`config.mk`:
```
export PLATFORM = sky130hd
export DESIGN_NAME = rr_scheduler
export DESIGN_NICKNAME = d
export VERILOG_FILES = /design/src/rtl/rr_sched_pkg.sv /design/src/rtl/rr_pick.sv /design/src/rtl/rr_scheduler.sv
export SDC_FILE = /design/constraint.sdc
export NUM_CORES = 1
export LEC_CHECK = 0
export CORE_MARGIN = 4
export CORE_UTILIZATION = 30
export CTS_CLUSTER_SIZE = 10
export DETAILED_ROUTE_END_ITERATION = 8
export PLACE_DENSITY = 0.57
export REMOVE_ABC_BUFFERS = 1
export SETUP_SLACK_MARGIN = 0.1
export SLEW_MARGIN = 25
export SYNTH_ARGS = -nofsm -noshare
export SYNTH_HDL_FRONTEND = slang
export SYNTH_SLANG_ARGS = --single-unit
```
`constraint.sdc`:
```
create_clock -name CLK -period 8.6 [get_ports CLK]
set_input_delay 1.29 -clock CLK [delete_from_list [all_inputs] [get_ports CLK]]
set_output_delay 1.29 -clock CLK [all_outputs]
set_load 0.05 [all_outputs]
```
`src/rtl/rr_sched_pkg.sv`:
```
// Shared constants and state encoding for the round-robin scheduler.
package rr_sched_pkg;

    localparam int unsigned NREQ_DEF = 4;
    localparam int unsigned DW_DEF   = 8;
    localparam int unsigned TMO_DEF  = 15;
    localparam int unsigned CNT_W    = 8;

    typedef enum logic [1:0] {
        ST_IDLE  = 2'd0,
        ST_ISSUE = 2'd1,
        ST_WAIT  = 2'd2,
        ST_RESP  = 2'd3
    } state_e;

endpackage

```
`src/rtl/rr_pick.sv`:
```
// Combinational round-robin picker: first set request at or after ptr, wrapping.
module rr_pick
    import rr_sched_pkg::*;
#(
    parameter int unsigned NREQ = NREQ_DEF,
    parameter int unsigned IW   = $clog2(NREQ)
) (
    input  logic [NREQ-1:0] req,
    input  logic [IW-1:0]   ptr,
    output logic [NREQ-1:0] pick_c,
    output logic [IW-1:0]   idx_c,
    output logic            any_c
);

    int unsigned  j;
    logic [IW-1:0] j_idx;

    always_comb begin
        pick_c = '0;
        idx_c  = '0;
        any_c  = 1'b0;
        j      = 0;
        j_idx  = '0;
        for (int unsigned k = 0; k < NREQ; k++) begin
            j     = (32'(ptr) + k) % NREQ;
            j_idx = IW'(j);
            if (!any_c && req[j_idx]) begin
                any_c         = 1'b1;
                idx_c         = j_idx;
                pick_c[j_idx] = 1'b1;
            end
        end
    end

endmodule

```
`src/rtl/rr_scheduler.sv`:
```
// Round-robin arbiter sharing one request/response unit among NREQ requesters,
// with a bounded wait for the unit's result.
module rr_scheduler
    import rr_sched_pkg::*;
#(
    parameter int unsigned NREQ = NREQ_DEF,
    parameter int unsigned DW   = DW_DEF,
    parameter int unsigned TMO  = TMO_DEF
) (
    input  logic               CLK,
    input  logic               RST,
    input  logic [NREQ-1:0]    REQ,
    input  logic [NREQ*DW-1:0] REQ_DATA,
    output logic [NREQ-1:0]    GNT,
    output logic               U_VALID,
    output logic [DW-1:0]      U_DATA,
    input  logic               U_READY,
    input  logic               U_DONE,
    input  logic [DW-1:0]      U_RESULT,
    output logic [NREQ-1:0]    RSP_VALID,
    output logic [DW-1:0]      RSP_DATA,
    output logic               RSP_ERR,
    output logic               BUSY
);

    localparam int unsigned IW = $clog2(NREQ);

    state_e            state_q, state_d;
    logic [IW-1:0]     ptr_q, ptr_d;
    logic [IW-1:0]     idx_q, idx_d;
    logic [CNT_W-1:0]  cnt_q, cnt_d;
    logic [NREQ-1:0]   gnt_q, gnt_d;
    logic              u_valid_q, u_valid_d;
    logic [DW-1:0]     u_data_q, u_data_d;
    logic [NREQ-1:0]   rsp_valid_q, rsp_valid_d;
    logic [DW-1:0]     rsp_data_q, rsp_data_d;
    logic              rsp_err_q, rsp_err_d;
    logic              busy_q, busy_d;

    logic [NREQ-1:0]   pick_oh;
    logic [IW-1:0]     pick_idx;
    logic              pick_any;

    rr_pick #(.NREQ(NREQ), .IW(IW)) u_pick (
        .req    (REQ),
        .ptr    (ptr_q),
        .pick_c (pick_oh),
        .idx_c  (pick_idx),
        .any_c  (pick_any)
    );

    // Next state; registered outputs are derived from the next state so they align with it.
    always_comb begin
        state_d    = state_q;
        ptr_d      = ptr_q;
        idx_d      = idx_q;
        cnt_d      = cnt_q;
        gnt_d      = gnt_q;
        u_data_d   = u_data_q;
        rsp_data_d = rsp_data_q;
        rsp_err_d  = rsp_err_q;

        case (state_q)
            ST_IDLE: begin
                if (pick_any) begin
                    state_d  = ST_ISSUE;
                    idx_d    = pick_idx;
                    gnt_d    = pick_oh;
                    u_data_d = REQ_DATA[pick_idx*DW +: DW];
                end
            end
            ST_ISSUE: begin
                if (u_valid_q && U_READY) begin
                    state_d = ST_WAIT;
                    cnt_d   = '0;
                end
            end
            ST_WAIT: begin
                cnt_d = cnt_q + CNT_W'(1);
                // A result arriving on the timeout cycle still counts as success.
                if (U_DONE) begin
                    rsp_data_d = U_RESULT;
                    rsp_err_d  = 1'b0;
                    state_d    = ST_RESP;
                end else if (cnt_d == CNT_W'(TMO)) begin
                    rsp_data_d = '0;
                    rsp_err_d  = 1'b1;
                    state_d    = ST_RESP;
                end
            end
            ST_RESP: begin
                ptr_d   = (idx_q == IW'(NREQ - 1)) ? '0 : idx_q + IW'(1);
                state_d = ST_IDLE;
            end
            default: state_d = ST_IDLE;
        endcase

        if (state_d == ST_IDLE) begin
            gnt_d = '0;
        end
        u_valid_d   = (state_d == ST_ISSUE);
        busy_d      = (state_d != ST_IDLE);
        rsp_valid_d = (state_d == ST_RESP) ? gnt_d : '0;
    end

    always_ff @(posedge CLK or negedge RST) begin
        if (!RST) begin
            state_q     <= ST_IDLE;
            ptr_q       <= '0;
            idx_q       <= '0;
            cnt_q       <= '0;
            gnt_q       <= '0;
            u_valid_q   <= 1'b0;
            u_data_q    <= '0;
            rsp_valid_q <= '0;
            rsp_data_q  <= '0;
            rsp_err_q   <= 1'b0;
            busy_q      <= 1'b0;
        end else begin
            state_q     <= state_d;
            ptr_q       <= ptr_d;
            idx_q       <= idx_d;
            cnt_q       <= cnt_d;
            gnt_q       <= gnt_d;
            u_valid_q   <= u_valid_d;
            u_data_q    <= u_data_d;
            rsp_valid_q <= rsp_valid_d;
            rsp_data_q  <= rsp_data_d;
            rsp_err_q   <= rsp_err_d;
            busy_q      <= busy_d;
        end
    end

    assign GNT       = gnt_q;
    assign U_VALID   = u_valid_q;
    assign U_DATA    = u_data_q;
    assign RSP_VALID = rsp_valid_q;
    assign RSP_DATA  = rsp_data_q;
    assign RSP_ERR   = rsp_err_q;
    assign BUSY      = busy_q;

endmodule

```
==> impl_metrics.env <==
export IMPL_cts_max_path_buffers=2
export IMPL_skew_ns=0.00621
export IMPL_first_pass_iters=4
export IMPL_synth_area_leaders="dfrtp_1, nand2_1, mux2i_1"
export IMPL_tns_ns=0
export IMPL_slew_limit_headroom_pct=33.3
export IMPL_antenna_found_initial=0
export IMPL_htreeDepth=2
export IMPL_clock_root_buffer="clkbuf_8"
export IMPL_drc_errors=0
export IMPL_grt_start_max_net_pins=42
export IMPL_maxCapViolations=0
export IMPL_final_layout_size_suffix_gt1_share_pct=5.02
export IMPL_die_w_um=96.6
export IMPL_die_h_um=96.6
export IMPL_numCtsBuffers=5
export IMPL_ys_types=39
export IMPL_std_cell_rows=32
export IMPL_synth_warnings=0
export IMPL_area_delta_synth_final_pct=38.5
export IMPL_rrSetupSlack_ns=4.99
export IMPL_dr_first_iter_drc_count=125
export IMPL_cts_setup_buffers=0
export IMPL_initial_utilization_pct=30.6
export IMPL_clk_latency_ns=0.29
export IMPL_syn_inst=249
export IMPL_postCtsHoldBufs=0
export IMPL_cp_required_ns=8.75
export IMPL_detail_route_antenna_nets=0
export IMPL_finalSetupViolations=0
export IMPL_routed_wirelength_mm=5.70
export IMPL_outcome="completed"
export IMPL_yosysSeqAreaShare_pct=43.6
export IMPL_rsz0062_at_grt="no"
export IMPL_cts_resized=0
export IMPL_critPathArrivalTime_ns=4.07
export IMPL_cp_max_fo=17
export IMPL_cp_slowest_cell="o32a_1"
export IMPL_critPathKind="in2reg"
export IMPL_clk_pin_slew_worst_paths_ns=0.08
export IMPL_diodes=0
export IMPL_hold_class="reg2reg"
export IMPL_cts_sinks=41
export IMPL_leakagePower_nw=1.40
export IMPL_avgSynthCellArea_um2=9.45
export IMPL_finalHoldViolCount=0
export IMPL_wl_per_cell_um=13.5
export IMPL_ys_ff_latch=41
export IMPL_ios=75
export IMPL_powerDensity_nw_per_um2=372
export IMPL_synth_top_area_cell="dfrtp_1"
export IMPL_vdd_ir_drop_max_mv=0.138
export IMPL_slew_violations=0
export IMPL_grt_util_all_layers_pct=12.6
export IMPL_max_stage_delay_ns=0.81
export IMPL_grt_overflow_total=0
export IMPL_synth_area_um2=2350
export IMPL_dieArea_um2=9320
export IMPL_utilization_pct=42.4
export IMPL_layout_nets=377
export IMPL_gp_congestion=0.793
export IMPL_yosys_area_top_type_share_pct=43.6
export IMPL_cts_tree="built"
export IMPL_port_buffers=74
export IMPL_grt_pass1_vias=1966
export IMPL_hpwl_mm=4.11
export IMPL_fin_crit_sh_pct=45.5
export IMPL_crit_path_end_kind="flip-flop"
export IMPL_cp_start_kind="input port"
export IMPL_period_needed_ns=3.91
export IMPL_fmax_ghz=0.256
export IMPL_grt_pass1_wl_mm=9.29
export IMPL_num_vias=2061
export IMPL_worst_slew_pin_slew_ns=0.999
export IMPL_worstPathCellList="clkdlybuf4s50_1 > mux4_2 > and2b_2 > o32a_1 > mux2i_1 > o221ai_1"
export IMPL_core_area_um2=7690
export IMPL_via_per_inst=4.90
-- sequential cells by signal (all words and copies together) (netlist names), 2 cells and up --
register and flops:
idx_q 2, RSP_DATA 8, cnt_q 8, GNT 4, U_DATA 8, RSP_VALID 4, state_q 2, ptr_q 2
-- final cells by class --
type / count / area, um^2
timing repair buffer: 75 / 746
clock inverter: 1 / 30.0
sequential: 41 / 1030
clock buffer: 7 / 86.3
multi-input combinational: 191 / 1230
inverter: 4 / 15.0
tap: 102 / 128
fill: 779 / 4430
-- path summary, 6_finish.rpt --
| path | start | to | cells after the start |
|---|---|---|---|
| setup reg to reg | ptr_q[0] | U_DATA[6] | 7 |
| hold / removal | idx_q[0] | ptr_q[0] | 1 |
| max in group asynchronous | RST | GNT[3] | 1 |
| setup / recovery | REQ[2] | U_DATA[6] | 6 |
| min in group asynchronous | RST | RSP_VALID[1] | 1 |
| hold reg to reg | idx_q[0] | ptr_q[0] | 1 |
-- cell usage after synthesis --
library cell and number:
a31oi_1 1, dfrtp_1 41, a21o_1 1, or3b_1 1
and2b_2 1, clkbuf_1 6, a211oi_1 1, buf_2 3
buf_12 1, ha_1 11, xor2_1 2, mux2_2 2
or3_1 1, o31ai_1 2, xnor2_1 2, a221oi_1 4
o21a_1 1, a22oi_1 4, a21oi_1 4, o32a_1 1
mux4_2 2, buf_6 2, nand3b_1 2, inv_1 4
nand2b_1 5, a2111oi_2 1, nand2_1 52, o221ai_1 8
mux2i_1 19, o32ai_1 1, clkbuf_2 1, nor2b_1 3
nor3_1 4, nand3_1 15, and2_1 1, o21ai_0 17
a31o_2 1, nor4_1 2, nor2_1 19
-- critical path, delay by kind of cell --
family	cells	cell delay [ns]
AO/OA/AOI/OAI	2	0.95
multiplexers	2	0.90
buffers and inverters	1	0.61
AND/OR/NAND/NOR	1	0.30
-- per-stage QoR --
step	cell area, um^2	cells	hold WS, ns	setup slack (ns)	total power [W]
6_report	3260	421	0.493	4.69	0.00121
5_1_grt	3260	421	0.511	4.52	0.00130
4_1_cts	3250	421	0.498	4.70	0.00122
3_5_place_dp	3140	413	0.476	4.38	0.00106
3_3_place_gp	3140	413	0.470	4.49	0.00105
2_1_floorplan	2270	236	0.451	5.35	0.000835
-- layer usage --
metal  wire length (um)  vias up  track usage (%)  part of all wire (%)
li1                   -     1020                -                     -
met1               2530      943             16.3                    44
met2               2480       94             20.1                    44
met3                653        4             4.96                    11
met4                 27        0             2.34                  0.47
met5                  0        -                0                     0
-- cell usage in the layout (no fill, tap or decap), types with 2 or more instances in the layout --
master,n
inv_1,4
a221oi_1,4
xor2_1,2
a22oi_1,4
clkbuf_8,6
nor2_1,19
mux2_2,2
nor2b_1,3
buf_4,2
nand2_1,52
o21ai_0,17
mux2i_1,19
xnor2_1,2
nor4_1,2
nand3b_1,2
o31ai_1,2
dfrtp_1,41
o221ai_1,8
a21oi_1,4
nand2b_1,5
ha_1,11
mux4_2,2
nor3_1,4
nand3_1,15
clkdlybuf4s50_1,73
-- cells by family (layout without fill, tap and decap cells) --
logic type / after synthesis / count (layout) / synth area share (%)
flip-flops: 41 / 41 / 43.6
multiplexers: 23 / 23 / 11.0
buffers and inverters: 17 / 87 / 4.25
adder cells (fa/ha/maj): 11 / 11 / 5.85
XOR/XNOR: 4 / 4 / 1.49
AO/OA/AOI/OAI: 47 / 47 / 13.9
AND/OR/NAND/NOR: 106 / 106 / 19.9
-- power by group --
group	total, W	internal (W)	switching (W)
Sequential	0.000333	0.000266	0.0000670
Combinational	0.000718	0.000276	0.000442
Clock	0.000160	0.0000946	0.0000649
No activity file was read; power rests on OpenSTA's default activity.
